--- config.mk ---
export PLATFORM = sky130hd
export DESIGN_NAME = decompress_length_parser_flat
export DESIGN_NICKNAME = d
export VERILOG_FILES = /design/src/rtl/decompress_length_parser_if.sv /design/src/rtl/decompress_length_parser.sv /design/src/flat_wrapper.sv
export SDC_FILE = /design/constraint.sdc
export NUM_CORES = 2
export LEC_CHECK = 0
export ABC_AREA = 1
export BUFFER_PORTS_ARGS = -buffer_cell sky130_fd_sc_hd__buf_2
export CAP_MARGIN = 20
export CORE_MARGIN = 4
export CORE_UTILIZATION = 55
export CTS_CLUSTER_SIZE = 28
export DETAILED_ROUTE_END_ITERATION = 16
export PLACE_DENSITY = 0.73
export SETUP_SLACK_MARGIN = 0.15
export SLEW_MARGIN = 10
export SYNTH_ARGS = -nofsm -noshare
export SYNTH_HDL_FRONTEND = slang
export SYNTH_SLANG_ARGS = --single-unit
--- constraint.sdc ---
create_clock -name i_clk -period 10.4 [get_ports i_clk]
set_input_delay 1.56 -clock i_clk [delete_from_list [all_inputs] [get_ports i_clk]]
set_output_delay 1.56 -clock i_clk [all_outputs]
set_load 0.01 [all_outputs]
--- src/rtl/decompress_length_parser_if.sv ---
// Stream-side and decoded-pair-side signals of the length parser, grouped so
// the parser and its neighbours connect through one bundle.
interface decompress_length_parser_if #(
  parameter int WORD_SIZE = 64
);
  logic [WORD_SIZE-1:0] i_chunk;
  logic                 i_chunk_valid;
  logic                 o_chunk_ready;
  logic                 o_valid;
  logic                 i_ready;
  logic [2:0]           o_code1, o_code2;
  logic [3:0]           o_idx1, o_idx2;
  logic [31:0]          o_lit1, o_lit2;
  logic [5:0]           o_len1, o_len2;
  logic                 o_line_done;
  logic                 o_error;

  modport slave (
    input  i_chunk, i_chunk_valid, i_ready,
    output o_chunk_ready, o_valid, o_code1, o_code2, o_idx1, o_idx2,
           o_lit1, o_lit2, o_len1, o_len2, o_line_done, o_error
  );

  modport master (
    output i_chunk, i_chunk_valid, i_ready,
    input  o_chunk_ready, o_valid, o_code1, o_code2, o_idx1, o_idx2,
           o_lit1, o_lit2, o_len1, o_len2, o_line_done, o_error
  );
endinterface

--- src/rtl/decompress_length_parser.sv ---
// Bit-buffered parser for the packed compressed stream: decodes two word codes
// per cycle, and drops the per-line padding up to the next chunk boundary.
module decompress_length_parser #(
  parameter int CACHE_LINE = 128,
  parameter int WORD_SIZE  = 64,
  parameter int BUF_WIDTH  = 192
) (
  input  logic                        i_clk,
  input  logic                        i_reset,
  decompress_length_parser_if.slave   bus
);

  localparam int CW    = $clog2(BUF_WIDTH + 1);
  localparam int BW    = $clog2(BUF_WIDTH);
  localparam int PAIRS = CACHE_LINE / 64;
  localparam int PW    = (PAIRS > 1) ? $clog2(PAIRS) : 1;

  typedef enum logic [0:0] {S_DECODE, S_ALIGN} state_t;

  typedef struct packed {
    logic [2:0]  code;
    logic [3:0]  idx;
    logic [31:0] lit;
    logic [5:0]  len;
  } out_t;

  typedef struct packed {
    out_t f;
    logic ill;
  } word_t;

  // w[33] is the oldest bit in the stream; illegal codes report len 4 so the
  // prefix itself is the only thing the availability check depends on.
  function automatic word_t dec(input logic [33:0] w);
    word_t d;
    d = '0;
    case (w[33:32])
      2'b00: begin d.f.code = 3'b000; d.f.len = 6'd2; end
      2'b01: begin d.f.code = 3'b001; d.f.lit = w[31:0]; d.f.len = 6'd34; end
      2'b10: begin d.f.code = 3'b010; d.f.idx = w[31:28]; d.f.len = 6'd6; end
      default: begin
        case (w[31:30])
          2'b00: begin
            d.f.code = 3'b011; d.f.idx = w[29:26];
            d.f.lit  = {16'b0, w[25:10]}; d.f.len = 6'd24;
          end
          2'b01: begin
            d.f.code = 3'b100; d.f.lit = {24'b0, w[29:22]}; d.f.len = 6'd12;
          end
          2'b10: begin
            d.f.code = 3'b101; d.f.idx = w[29:26];
            d.f.lit  = {24'b0, w[25:18]}; d.f.len = 6'd16;
          end
          default: begin d.ill = 1'b1; d.f.len = 6'd4; end
        endcase
      end
    endcase
    return d;
  endfunction

  logic [BUF_WIDTH-1:0] buf_q, buf_d;
  logic [CW-1:0]        cnt_q, cnt_d;
  logic [7:0]           lbits_q, lbits_d;
  logic [PW-1:0]        pairs_q, pairs_d;
  state_t               state_q, state_d;
  logic                 err_q, err_d;
  logic                 vld_q, vld_d;
  out_t                 o1_q, o1_d, o2_q, o2_d;

  word_t                w1, w2;
  logic [BW-1:0]        pos2;
  logic [6:0]           need;
  logic [CW-1:0]        drop, rem, pad;
  logic                 chunk_ready, accept, fire, ill_hit;

  always_comb begin
    w1   = dec(buf_q[BUF_WIDTH-1 -: 34]);
    pos2 = BW'(BUF_WIDTH - 1) - BW'(w1.f.len);
    w2   = dec(buf_q[pos2 -: 34]);
    need = 7'(w1.f.len) + 7'(w2.f.len);
    pad  = CW'((WORD_SIZE - (int'(lbits_q) % WORD_SIZE)) % WORD_SIZE);

    chunk_ready = i_reset && !err_q && (state_q == S_DECODE) &&
                  (cnt_q <= CW'(BUF_WIDTH - WORD_SIZE));
    accept      = chunk_ready && bus.i_chunk_valid;

    // Bits past cnt_q are always zero, so a len computed from a partly
    // valid prefix always exceeds cnt_q and cannot fire early.
    ill_hit = (state_q == S_DECODE) && !err_q &&
              ((w1.ill && cnt_q >= CW'(4)) ||
               (!w1.ill && w2.ill && cnt_q >= CW'(need)));
    fire    = (state_q == S_DECODE) && !err_q && !w1.ill && !w2.ill &&
              (cnt_q >= CW'(need)) && (!vld_q || bus.i_ready);

    state_d = state_q;
    err_d   = err_q;
    vld_d   = vld_q && !bus.i_ready;
    o1_d    = o1_q;
    o2_d    = o2_q;
    lbits_d = lbits_q;
    pairs_d = pairs_q;
    drop    = '0;

    case (state_q)
      S_DECODE: begin
        if (ill_hit) begin
          err_d = 1'b1;
        end else if (fire) begin
          drop    = CW'(need);
          vld_d   = 1'b1;
          o1_d    = w1.f;
          o2_d    = w2.f;
          lbits_d = lbits_q + 8'(need);
          if (pairs_q == PW'(PAIRS - 1)) begin
            state_d = S_ALIGN;
            pairs_d = '0;
          end else begin
            pairs_d = pairs_q + 1'b1;
          end
        end
      end
      S_ALIGN: begin
        state_d = S_DECODE;
        lbits_d = '0;
        pairs_d = '0;
        if (cnt_q < pad) err_d = 1'b1;
        else             drop  = pad;
      end
      default: state_d = S_DECODE;
    endcase

    // New chunk lands directly behind the bits that survive this cycle.
    rem   = cnt_q - drop;
    buf_d = (buf_q << drop) |
            (accept ? ({bus.i_chunk, {(BUF_WIDTH-WORD_SIZE){1'b0}}} >> rem)
                    : {BUF_WIDTH{1'b0}});
    cnt_d = rem + (accept ? CW'(WORD_SIZE) : CW'(0));
  end

  always_ff @(posedge i_clk or negedge i_reset) begin
    if (!i_reset) begin
      buf_q   <= '0;
      cnt_q   <= '0;
      lbits_q <= '0;
      pairs_q <= '0;
      state_q <= S_DECODE;
      err_q   <= 1'b0;
      vld_q   <= 1'b0;
      o1_q    <= '0;
      o2_q    <= '0;
    end else begin
      buf_q   <= buf_d;
      cnt_q   <= cnt_d;
      lbits_q <= lbits_d;
      pairs_q <= pairs_d;
      state_q <= state_d;
      err_q   <= err_d;
      vld_q   <= vld_d;
      o1_q    <= o1_d;
      o2_q    <= o2_d;
    end
  end

  assign bus.o_chunk_ready = chunk_ready;
  assign bus.o_valid       = vld_q;
  assign bus.o_code1       = o1_q.code;
  assign bus.o_idx1        = o1_q.idx;
  assign bus.o_lit1        = o1_q.lit;
  assign bus.o_len1        = o1_q.len;
  assign bus.o_code2       = o2_q.code;
  assign bus.o_idx2        = o2_q.idx;
  assign bus.o_lit2        = o2_q.lit;
  assign bus.o_len2        = o2_q.len;
  assign bus.o_line_done   = (state_q == S_ALIGN);
  assign bus.o_error       = err_q;

endmodule

--- src/flat_wrapper.sv ---
// flat-port wrapper written by rule: the top's interface ports become plain ports
module decompress_length_parser_flat 
#(
  parameter int CACHE_LINE = 128,
  parameter int WORD_SIZE  = 64,
  parameter int BUF_WIDTH  = 192
)
  (i_clk, i_reset, bus_i_chunk, bus_i_chunk_valid, bus_i_ready, bus_o_chunk_ready, bus_o_valid, bus_o_code1, bus_o_code2, bus_o_idx1, bus_o_idx2, bus_o_lit1, bus_o_lit2, bus_o_len1, bus_o_len2, bus_o_line_done, bus_o_error);
  decompress_length_parser_if #(.WORD_SIZE(WORD_SIZE)) bus_i ();
  input  logic i_clk;
  input  logic i_reset;
  input wire logic [$bits(bus_i.i_chunk)-1:0] bus_i_chunk;
  input wire logic [$bits(bus_i.i_chunk_valid)-1:0] bus_i_chunk_valid;
  input wire logic [$bits(bus_i.i_ready)-1:0] bus_i_ready;
  output wire logic [$bits(bus_i.o_chunk_ready)-1:0] bus_o_chunk_ready;
  output wire logic [$bits(bus_i.o_valid)-1:0] bus_o_valid;
  output wire logic [$bits(bus_i.o_code1)-1:0] bus_o_code1;
  output wire logic [$bits(bus_i.o_code2)-1:0] bus_o_code2;
  output wire logic [$bits(bus_i.o_idx1)-1:0] bus_o_idx1;
  output wire logic [$bits(bus_i.o_idx2)-1:0] bus_o_idx2;
  output wire logic [$bits(bus_i.o_lit1)-1:0] bus_o_lit1;
  output wire logic [$bits(bus_i.o_lit2)-1:0] bus_o_lit2;
  output wire logic [$bits(bus_i.o_len1)-1:0] bus_o_len1;
  output wire logic [$bits(bus_i.o_len2)-1:0] bus_o_len2;
  output wire logic [$bits(bus_i.o_line_done)-1:0] bus_o_line_done;
  output wire logic [$bits(bus_i.o_error)-1:0] bus_o_error;
  assign bus_i.i_chunk = bus_i_chunk;
  assign bus_i.i_chunk_valid = bus_i_chunk_valid;
  assign bus_i.i_ready = bus_i_ready;
  assign bus_o_chunk_ready = bus_i.o_chunk_ready;
  assign bus_o_valid = bus_i.o_valid;
  assign bus_o_code1 = bus_i.o_code1;
  assign bus_o_code2 = bus_i.o_code2;
  assign bus_o_idx1 = bus_i.o_idx1;
  assign bus_o_idx2 = bus_i.o_idx2;
  assign bus_o_lit1 = bus_i.o_lit1;
  assign bus_o_lit2 = bus_i.o_lit2;
  assign bus_o_len1 = bus_i.o_len1;
  assign bus_o_len2 = bus_i.o_len2;
  assign bus_o_line_done = bus_i.o_line_done;
  assign bus_o_error = bus_i.o_error;
  decompress_length_parser #(.CACHE_LINE(CACHE_LINE), .WORD_SIZE(WORD_SIZE), .BUF_WIDTH(BUF_WIDTH)) u_core (.i_clk(i_clk), .i_reset(i_reset), .bus(bus_i));
endmodule
==> impl_metrics.csv <==
group,metric,value,unit
clock_network,cts_inserted_buffers,39,
logic_synthesis,ys_top_cells_by_count,"nand3_1 (2,120), nand2_1 (1,323), o21ai_0 (639), inv_1 (397), dfrtp_1 (296)",
sta,post-route-period-util,93.6,%
place,place_congestion,1.08,
power,switchingPower,4.48,mW
floorplan,fp.dieH,255,um
global_routing,antenna_found_initial,4,
routing,wire_per_inst,25.4,um
clock_network,post_cts_buffers,0,
logic_synthesis,synth-edff-count,0,
worst_setup_path,cpMaxStageDelayCell,"fa_2",
logic_synthesis,yosysUniqueCellTypes,51,
global_routing,grt_max_degree,200,
power,ir_drop,398,uV
clock_network,ctsHoldBuffers,0,
routing,dr_total_vias,43900,
power,clkPwrFrac,19.1,%
sta,worst_slew_pin_slew,1320,ps
routing,ant_nets,0,
sta,clock.fmax,0.103,GHz
place,portBuffers,159,
worst_setup_path,worst-path-max-fanout,96,
flow_run,max-cap-violations,0,
logic_synthesis,synth_top_area_cell,"nand3_1",
power,p_leak,16.4,nW
sta,slew_viol_final,0,
clock_network,cts_root_buffer,"clkbuf_16",
logic_synthesis,async_flop_share,100,%
power,power.internal,3.23,mW
place,post-place-ws,261,ps
routing,vias_per_cell,6.79,
final_layout,area_growth,6.15,%
sta,worst_slack,670,ps
sta,finalSetupViolCount,0,
logic_synthesis,yosys.cell_count.top_type,"nand3_1",
routing,drc,0,
logic_synthesis,synth_seq_area_share,22.0,%
clock_network,cts_sinks,296,
worst_setup_path,crit_required,10780,ps
power,p_per_area,216,mW/mm^2
power,p_seq_share,16.7,%
floorplan,core,0.0605,mm^2
worst_setup_path,startpoint,"u_core.buf_q[189]",
clock_network,cts_tree,"yes",
min_path,holdPathEnd,"u_core.bus.o_len1[4]",
sta,min_period,9730,ps
worst_setup_path,rrSetupSlack,670,ps
sta,skew,27.1,ps
logic_synthesis,syn_avg_cell_area,5.71,um^2
worst_setup_path,critPathBufInv,8,
worst_setup_path,path_class,"reg2reg",
final_layout,drive_above_1_share,6.14,%
worst_setup_path,worstPathArrival,10110,ps
logic_synthesis,yosys_register_bits,296,
clock_network,htree_levels,2,
worst_setup_path,crit_path_end_kind,"flip-flop",
global_routing,grtUsageTotal,48.2,%
place,hpwl,117,mm
min_path,worstHoldStart,"u_core.bus.o_len1[4]",
worst_setup_path,reg2reg_depth,39,
power,switching_share,58.1,%
min_path,hold_path_class,"reg2reg",
run_status,status,"completed",
floorplan,ioPinCount,162,
logic_synthesis,synth_top_area_share,31.6,%
power,power_frac_comb,64.2,%
worst_setup_path,reg2reg_from,"u_core.buf_q[189]",
worst_setup_path,path_delay_family,"compound AO/OA/AOI/OAI gates",
sta,slew_headroom,12.3,%
worst_setup_path,setup.worst_path.start_class,"flip-flop",
global_routing,grt_pass1_vias,38300,
sta,tns,0,ps
worst_setup_path,cpMostUsedCell,"nand2_1",
clock_network,path_clk_slew,60,ps
floorplan,dieArea,0.0651,mm^2
routing,first_pass_iters,8,
logic_synthesis,yosys_most_used_dff,"dfrtp_1",
clock_network,clk_latency,600,ps
sta,hold_viol,0,
worst_setup_path,worstReg2RegEnd,"u_core.buf_q[109]",
floorplan,initial_core_util,55.6,%
global_routing,grt_pass1_wl,240,mm
logic_synthesis,syn_inst,5879,
clock_network,clk_path_buf_depth,3,
logic_synthesis,yosys-top-cells-area,"nand3_1 (32%), dfrtp_1 (22%), nand2_1 (15%), o21ai_0 (9.5%), inv_1 (4.4%)",
floorplan,dieWidth,255,um
routing,drt_wl_total,165,mm
routing,dr.first_iter.drc_count,8806,
final_layout,layout.nets,5773,
logic_synthesis,yosys_warnings,0,
global_routing,grt_remaining_overflow,0,
min_path,hold_depth,2,
worst_setup_path,slowest_delay,640,ps
logic_synthesis,synth_area,0.0336,mm^2
floorplan,rows,90,
sta,rsz0062_at_grt,"no",
-- registers in the layout, indices dropped and copies added (netlist names) --
register and flops:
u_core.buf_q 192, u_core.bus.o_code1 3, u_core.bus.o_code2 3, u_core.bus.o_error 1, u_core.bus.o_idx1 4, u_core.bus.o_idx2 4, u_core.bus.o_len1 5, u_core.bus.o_len2 5
u_core.bus.o_line_done 1, u_core.bus.o_lit1 32, u_core.bus.o_lit2 32, u_core.bus.o_valid 1, u_core.cnt_q 7, u_core.lbits_q 5, u_core.pairs_q 1
-- cell type report --
cell class | count | area [um^2]
flip-flops and latches | 296 | 7410
multi-input cells | 4675 | 22700
inverters | 417 | 1610
fillers | 6333 | 24800
clock buffers | 51 | 1070
well taps | 782 | 978
diodes | 2 | 5.00
repair buffers | 232 | 1620
clock inverters | 16 | 233
-- worst min-delay path: cells and delay by family, from the launching register on --
kind / cells / cell delay [ps]
simple gates: 2 / 100
flops: 1 / 330
-- worst max-delay path by stage --
| stage | end | slack (ps) | depth (start not counted) |
|---|---|---|---|
| floorplan | u_core.buf_q[110] | 1860 | 50 |
| global placement | u_core.buf_q[71] | 440 | 42 |
| detailed placement | u_core.buf_q[71] | 260 | 42 |
| CTS | u_core.buf_q[71] | 180 | 42 |
| global route | u_core.buf_q[32] | 190 | 43 |
| finish | u_core.buf_q[109] | 670 | 39 |
-- power by group through the flow --
| stage | registers (mW) | clock network, mW | logic (mW) |
|---|---|---|---|
| floorplan | 1.26 | 0 | 3.08 |
| global placement | 1.30 | 0 | 4.58 |
| detailed placement | 1.30 | 0 | 4.58 |
| CTS | 1.28 | 1.45 | 4.60 |
| global route | 1.29 | 1.50 | 5.31 |
| finish | 1.29 | 1.47 | 4.95 |
-- logic make-up (layout without fill, tap and decap cells) --
family                   Yosys count  after routing  share of synthesized area, %
multiplexers                      28             28                         0.834
XOR/XNOR                          13             13                         0.339
AND/OR/NAND/NOR                 3667           3668                          49.3
other                              1              5                        0.0112
buffers and inverters            912            716                          10.9
flip-flops                       296            296                          22.0
adder cells (fa/ha/maj)           44             44                          1.71
AO/OA/AOI/OAI                    918            919                          14.8
-- per-stage QoR --
step | power (mW) | utilization [%] | cells | cell area, um^2 | hold WS (ps)
6_report | 7.70 | 59.0 | 6471 | 35700 | 469
3_3_place_gp | 5.88 | 56.6 | 6399 | 34200 | 452
4_1_cts | 7.33 | 58.7 | 6466 | 35500 | 473
2_1_floorplan | 4.34 | - | 5881 | 33600 | 468
5_1_grt | 8.09 | 59.0 | 6471 | 35700 | 494
3_5_place_dp | 5.88 | 56.6 | 6399 | 34200 | 458
-- routing by layer --
| layer | track usage (%) | vias to the layer above | share of wire [%] |
|---|---|---|---|
| met5 | 0 | - | 0.034 |
| met4 | 30.4 | 6 | 8.4 |
| met3 | 17.8 | 647 | 15 |
| met2 | 66.4 | 3495 | 39 |
| met1 | 63.5 | 20000 | 37 |
| li1 | - | 19800 | - |
-- layout by cell type, fill, tap and decap left out, types with 20 or more instances in the layout --
cell,n
o211ai_1,31
nor2_1,158
buf_4,49
a31oi_1,31
a21oi_1,59
mux2i_1,28
buf_2,158
o22ai_1,45
o21ai_1,62
inv_1,397
dfrtp_1,296
ha_1,41
nand2_1,1320
nand3_1,2120
clkbuf_16,40
o21ai_0,626
nand4_1,20
-- what timing repair did --
action | CTS | global route
setup endpoints to repair | 0 | 194
endpoints found under the hold margin | 0 | 0
resized for setup | 0 | 43
Note: power is estimated with default switching activity, not from simulation.
